==> src/rtl/vending_machine.sv <==
// ---------------------------------------------------------------------------
// vending_machine
//   Single-product coin dispenser controller. The price is 15 units. Credit
//   builds up in a three-state FSM (0 / 5 / 10). When the credit reaches or
//   passes 15, the block issues a one-cycle registered dispense pulse. No
//   change is returned, so a 10 coin paid on top of 10 credit loses 5 units.
//
// Ports
//   clk   in  1  system clock; all state updates happen on the rising edge
//   rst   in  1  asynchronous reset, active low (0 = held in reset)
//   coin  in  2  coin code sampled each rising edge:
//                00 = none, 01 = 5 units, 11 = 10 units,
//                10 or X = treated as none
//   coke  out 1  dispense pulse, high for exactly one cycle per sale
// ---------------------------------------------------------------------------
module vending_machine (
  input  logic       clk,
  input  logic       rst,
  input  logic [1:0] coin,
  output logic       coke
);

  localparam logic [1:0] NO_COIN = 2'b00;
  localparam logic [1:0] FIVE    = 2'b01;
  localparam logic [1:0] TEN     = 2'b11;

  typedef enum logic [1:0] {
    S0  = 2'b00,
    S5  = 2'b01,
    S10 = 2'b10
  } state_t;

  state_t state, state_nxt;
  logic   sale;

  // Both the state and the pulse are registered. This keeps coke glitch-free
  // toward the release actuator. It also makes the pulse line up with the
  // edge that accepts the completing coin.
  always_ff @(posedge clk or negedge rst) begin
    if (!rst) begin
      state <= S0;
      coke  <= 1'b0;
    end else begin
      state <= state_nxt;
      coke  <= sale;
    end
  end

  // Next-state decode. A coin code other than FIVE or TEN falls into the
  // default arm of the inner case and leaves the credit unchanged. This
  // covers the reserved code 10 and any X or Z value, so a floating
  // acceptor line can never produce a sale.
  always_comb begin
    state_nxt = state;
    sale      = 1'b0;
    case (state)
      S0: begin
        case (coin)
          FIVE:    state_nxt = S5;
          TEN:     state_nxt = S10;
          default: state_nxt = S0;
        endcase
      end
      S5: begin
        case (coin)
          FIVE:    state_nxt = S10;
          TEN: begin
            state_nxt = S0;
            sale      = 1'b1;
          end
          default: state_nxt = S5;
        endcase
      end
      S10: begin
        case (coin)
          // 15 exact, or 20 with the extra 5 forfeited
          FIVE, TEN: begin
            state_nxt = S0;
            sale      = 1'b1;
          end
          default:   state_nxt = S10;
        endcase
      end
      // The unused encoding 2'b11 recovers to the idle state.
      default: begin
        state_nxt = S0;
        sale      = 1'b0;
      end
    endcase
  end

  // NO_COIN is the implicit hold case above. It is named here so the full
  // code set stays visible in one place.
  logic unused_codes;
  assign unused_codes = ^NO_COIN;

endmodule

==> config.mk <==
export PLATFORM = sky130hd
export DESIGN_NAME = vending_machine
export DESIGN_NICKNAME = d
export VERILOG_FILES = /design/src/rtl/vending_machine.sv
export SDC_FILE = /design/constraint.sdc
export NUM_CORES = 1
export LEC_CHECK = 0
export CAP_MARGIN = 20
export CORE_AREA = 2 2 39 41
export DETAILED_ROUTE_END_ITERATION = 8
export DIE_AREA = 0 0 41 43
export PLACE_DENSITY_LB_ADDON = 0.1
export SLEW_MARGIN = 5
export SYNTH_ARGS = -nofsm -noshare
export SYNTH_HDL_FRONTEND = slang
export SYNTH_SLANG_ARGS = --single-unit
==> constraint.sdc <==
create_clock -name clk -period 2.55 [get_ports clk]
set_input_delay 0.255 -clock clk [delete_from_list [all_inputs] [get_ports clk]]
set_output_delay 0.255 -clock clk [all_outputs]
set_load 0.02 [all_outputs]
==> impl_metrics.json, run 1 <==
{
  "fin_ws_ns": 1.15,
  "dieHeight_um": 43,
  "cp-end-kind": "output pin",
  "cts_buffers": 3,
  "detail_route.drc_violations": 0,
  "netlist_instances": 18,
  "cp_slowest_cell": "clkdlybuf4s50_1",
  "synthTopCellsByCount": "ha_1 (4), dfrtp_1 (3), a21oi_1 (2), inv_1 (2), nor2_1 (2)",
  "root_buffer": "clkbuf_4",
  "post-cts-setup-buffers": 0,
  "grt_use_met3": 0.0524,
  "vias_per_cell": 3.60,
  "cts_max_path_buffers": 2,
  "antenna_found_initial": 0,
  "ys_ff_latch": 3,
  "io_pins": 5,
  "synth_top_area_frac": 0.395,
  "p_leak_uw": 0.000126,
  "cap_violations": 0,
  "h-tree-depth": 1,
  "layout.nets": 35,
  "hold_class": "in -> async",
  "grt_use_total": 0.0523,
  "grt-ovfl-total": 0,
  "intPower_uw": 144,
  "holdBufCountCts": 0,
  "max_freq_mhz": 713,
  "setup_viol": 0,
  "clock_latency_ns": 0.23,
  "grt_max_degree": 6,
  "synthDistinctLibCells": 10,
  "dp_slack_ns": 1.32,
  "report.final.slew_viol_count": 0,
  "ant_nets": 0,
  "peakVddDrop_uv": 278,
  "synth_most_common_cell": "ha_1",
  "busiest_layer": "met1",
  "synthTopCellsByArea": "dfrtp_1 (39%), ha_1 (26%), a211oi_2 (6.6%)",
  "period_needed_ns": 1.40,
  "fillers": 150,
  "num_antenna_cells": 0,
  "post-route-util": 0.200,
  "dr.pass1.iters": 3,
  "worst_pin_slew_ns": 0.185,
  "hold_violations": 0,
  "clk_pin_slew_ns": 0.04,
  "p_per_area_nw_per_um2": 739,
  "clkPwrFrac": 0.403,
  "critical_path.top_delay_family": "buffers and inverters",
  "grt_pass1_wl_um": 586,
  "rsz0062_at_grt": "false",
  "fin_cells": 42,
  "p_sw_frac": 0.298,
  "path_cells": "clkdlybuf4s50_1",
  "critPathLaunchType": "flop",
  "cp.required_ns": 2.30,
  "reg2reg_to": "state[1]",
  "async_flop_share": 1.00,
  "rows": 14,
  "cts_tree": "built",
  "core_area_um2": 1380,
  "syn_area_um2": 190,
  "post_cts_resized": 0,
  "routedWlPerCell_um": 8.76,
  "grt_util_met1": 0.0645,
  "seqPwrFrac": 0.314,
  "yosysWarnings": 0,
  "power_frac_comb": 0.283,
  "drtIter0Drc": 8,
  "path_buf_inv": 1,
  "drt-total-wl_um": 368,
  "fp.dieW_um": 41,
  "synthFlopType": "dfrtp_1",
  "met2_usage": 0.0594,
  "hpwl_um": 273,
  "p_switching_uw": 60.8,
  "area_delta_synth_final_pct": 45.4,
  "crit_fanout": 1,
  "max_stage_delay_ns": 0.60,
  "synth.avg_cell_area_um2": 10.6,
  "gp_congestion": 0.673,
  "relSlewSlack": 0.873,
  "start_util": 0.137,
  "crit_arrival_ns": 1.15,
  "crit_type": "reg -> out",
  "dpl.cell_count": 38,
  "tns_ns": 0,
  "synth_nets": 26,
  "rr_startpoint": "state[0]",
  "synth_edf_count": 0,
  "io_buffers": 4,
  "synth_top_cell_by_area": "dfrtp_1",
  "status": "complete, no violations",
  "cts_sinks": 3,
  "skew_ns": 0.00436,
  "final.period_utilization": 0.550,
  "vias": 151,
  "die_area_um2": 1760,
  "drive_above_1_share": 0.154,
  "ys_seq_area_frac": 0.395,
  "ff2ff_path_depth": 4,
  "first_global_vias": 154,
  "r2r_slack_ns": 1.49
}
## per-stage QoR
step | hold slack, ns | total power, uW | cell area [um^2]
2_1_floorplan | -0.0406 | 101 | 190
3_3_place_gp | 0.453 | 125 | 250
3_5_place_dp | 0.453 | 121 | 250
4_1_cts | 0.205 | 207 | 277
5_1_grt | 0.200 | 221 | 277
6_report | 0.204 | 204 | 277
## power by group through the flow
stage / Clock [uW] / Combinational, uW / Sequential (uW)
2_1_floorplan: 0 / 34.6 / 66.3
3_3_place_gp: 0 / 59.9 / 64.7
3_5_place_dp: 0 / 56.5 / 64.4
4_1_cts: 85.4 / 57.3 / 64.1
5_1_grt: 91.3 / 64.1 / 65.3
6_report: 82.3 / 57.9 / 64.3
## final cells by class
type	count	area (um^2)	share of cell area
clock buffers	4	26.3	0.0950
inverters	2	7.51	0.0271
multi-input cells	13	108	0.389
flip-flops and latches	3	75.1	0.271
well taps	16	20.0	0.0724
repair buffers	4	40.0	0.145
## worst max-delay path by stage
| stage | slack, ns | startpoint | to | cells past startpoint |
|---|---|---|---|---|
| floorplan | 1.58 | state[1] | state[1] | 4 |
| global placement | 1.31 | coin[1] | state[1] | 3 |
| detailed placement | 1.32 | coin[1] | state[1] | 3 |
| CTS | 1.13 | coke | coke | 1 |
| global route | 1.11 | coke | coke | 1 |
| finish | 1.15 | coke | coke | 1 |
## per-layer routing
layer / vias to the layer above / share of wire
li1: 77 / -
met1: 69 / 0.52
met2: 5 / 0.37
met3: 0 / 0.11
met4: 0 / 0
met5: - / 0
## cells by family after synthesis
group / share of synthesized area
AND/OR/NAND/NOR: 0.132
adder cells (fa/ha/maj): 0.263
AO/OA/AOI/OAI: 0.118
flip-flops: 0.395
buffers and inverters: 0.0395
multiplexers: 0.0526
## cell usage in the layout (no fill, tap or decap)
cell type / Yosys / layout
nand3b_1: 1 / 1
nand2b_1: 1 / 1
clkbuf_4: 0 / 3
ha_1: 4 / 4
mux2i_1: 1 / 1
clkbuf_1: 0 / 1
nand2_1: 1 / 1
a21oi_1: 2 / 2
a211oi_2: 1 / 1
dfrtp_1: 3 / 3
inv_1: 2 / 2
nor2_1: 2 / 2
clkdlybuf4s50_1: 0 / 4
## state kept, by name, indices dropped and copies added, names as in the netlist
register  cells
coke          1
state         2
No activity file was read; power rests on OpenSTA's default activity.
==> inputs of run 2 (changes only) <==
- clock period: 2.55 -> 1.15 ns (I/O delays scaled with it)
==> run 2 against run 1 <==
Sequential power increased by 120%. Sequential share of layout area is 0.12 points higher. Combinational power rose by 110%. Global-route usage about the same. Final cell count stayed put. Wire length fell by 2.4%. Register-to-register slack got worse by 1.4 ns. Utilization fell by 0.090 points. Largest power group unchanged.
==> impl_metrics.json, run 2 (synthesized netlist as in run 1, its figures left out) <==
{
  "cts_sinks": 3,
  "intPower_uw": 315,
  "fin_area_um2": 275,
  "gp_congestion": 0.647,
  "status": "complete, no violations",
  "area_delta_synth_final_pct": 44.7,
  "period_needed_ns": 1.06,
  "vias": 139,
  "first_global_vias": 150,
  "rsz0062_at_grt": "false",
  "fin_ws_ns": 0.0907,
  "tns_ns": 0,
  "fillers": 159,
  "core_area_um2": 1380,
  "fp.dieW_um": 41,
  "total_power_uw": 447,
  "peakVddDrop_uv": 771,
  "p_per_area_nw_per_um2": 1620,
  "dieHeight_um": 43,
  "grt_use_total": 0.0524,
  "mostFrequentLayoutCells": "ha_1 (4), clkbuf_4 (3), dfrtp_1 (3), clkdlybuf4s50_1 (3)",
  "clk_pin_slew_ns": 0.04,
  "routedWlPerCell_um": 8.55,
  "crit_arrival_ns": 1.20,
  "clkPwrFrac": 0.409,
  "place_area_um2": 250,
  "io_buffers": 4,
  "io_pins": 5,
  "crit_fanout": 3,
  "detail_route.drc_violations": 0,
  "grt-ovfl-total": 0,
  "start_util": 0.137,
  "crit_type": "reg -> reg",
  "seqPwrFrac": 0.318,
  "cp.required_ns": 1.29,
  "p_leak_uw": 0.000130,
  "drtIter0Drc": 2,
  "p_sw_frac": 0.296,
  "rows": 14,
  "p_switching_uw": 132,
  "ant_nets": 0,
  "num_antenna_cells": 0,
  "critPathLaunchType": "flop",
  "hold_violations": 0,
  "cap_violations": 0,
  "max_freq_mhz": 944,
  "reg2reg_to": "state[1]",
  "largest_reg_flops": 2,
  "drive_above_1_share": 0.154,
  "layout.nets": 35,
  "h-tree-depth": 1,
  "grt_max_degree": 6,
  "cts_buffers": 3,
  "hold_class": "in -> async",
  "vias_per_cell": 3.31,
  "ff2ff_path_depth": 4,
  "r2r_slack_ns": 0.09,
  "report.final.slew_viol_count": 0,
  "skew_ns": 0.00429,
  "final.period_utilization": 0.921,
  "power_frac_comb": 0.273,
  "clock_latency_ns": 0.23,
  "root_buffer": "clkbuf_4",
  "setup_viol": 0,
  "layout_commonest_cell": "ha_1",
  "dp_slack_ns": 0.0688,
  "holdBufCountCts": 0,
  "cp-end-kind": "flop",
  "drt-total-wl_um": 359,
  "worst_pin_slew_ns": 0.205,
  "dr.pass1.iters": 2,
  "cts_tree": "built",
  "rr_startpoint": "state[1]",
  "die_area_um2": 1760,
  "relSlewSlack": 0.864,
  "antenna_found_initial": 0,
  "cts_max_path_buffers": 2,
  "max_flop_register": "state",
  "largest_registers": "state: 2 flops, coke: 1 flops",
  "grt_pass1_wl_um": 572
}
## run 2: cell count changes in the layout (fill, tap and decap cells not counted), sizes merged
| cell | before | now |
|---|---|---|
| dlygate4sd2 | 0 | 1 |
| clkdlybuf4s50 | 4 | 3 |
## run 2: layout make-up
cell class / count / area, um^2 / area share
Tap cell: 16 / 20.0 / 0.0727
Clock buffer: 4 / 26.3 / 0.0955
Inverter: 2 / 7.51 / 0.0273
Multi-Input combinational cell: 13 / 108 / 0.391
Sequential cell: 3 / 75.1 / 0.273
Timing Repair Buffer: 4 / 38.8 / 0.141
## run 2: how the worst max path moves through the flow
stage,endpoint,start
floorplan,state[1],state[1]
global placement,state[1],coin[1]
detailed placement,state[1],coin[1]
CTS,state[1],state[1]
global route,state[1],state[1]
finish,state[1],state[1]
## run 2: repair_timing
item                       in CTS  in global routing
setup buffers                   0                  0
setup endpoints to repair       1                  0
resized for setup               1                  0
## run 2: per-layer routing
metal,vias to the layer above,track usage,part of all wire
met5,-,0,0
met4,0,0.0200,0
met3,0,0.0471,0.11
met2,7,0.0750,0.42
met1,57,0.0519,0.47
li1,75,-,-
## run 2: metrics by stage
stage | hold WS, ns | cells | util
floorplan | -0.181 | 18 | -
finish | 0.0588 | 42 | 0.199
global route | 0.0538 | 42 | 0.199
detailed placement | 0.306 | 38 | 0.181
global placement | 0.308 | 38 | 0.181
CTS | 0.0528 | 42 | 0.199
## run 2: critical path: stages, from the launching register on
cell and delay (ns):
dfrtp_1 0.39, inv_1 0.08, ha_1 0.19, mux2i_1 0.09, a211oi_2 0.22
## run 2: power groups by stage
stage / clock [uW] / combinational (uW) / sequential [uW]
after floorplan: 0 / 76.8 / 147
after global placement: 0 / 135 / 143
after detailed placement: 0 / 130 / 144
after CTS: 193 / 127 / 143
after global routing: 203 / 137 / 145
final: 183 / 122 / 142
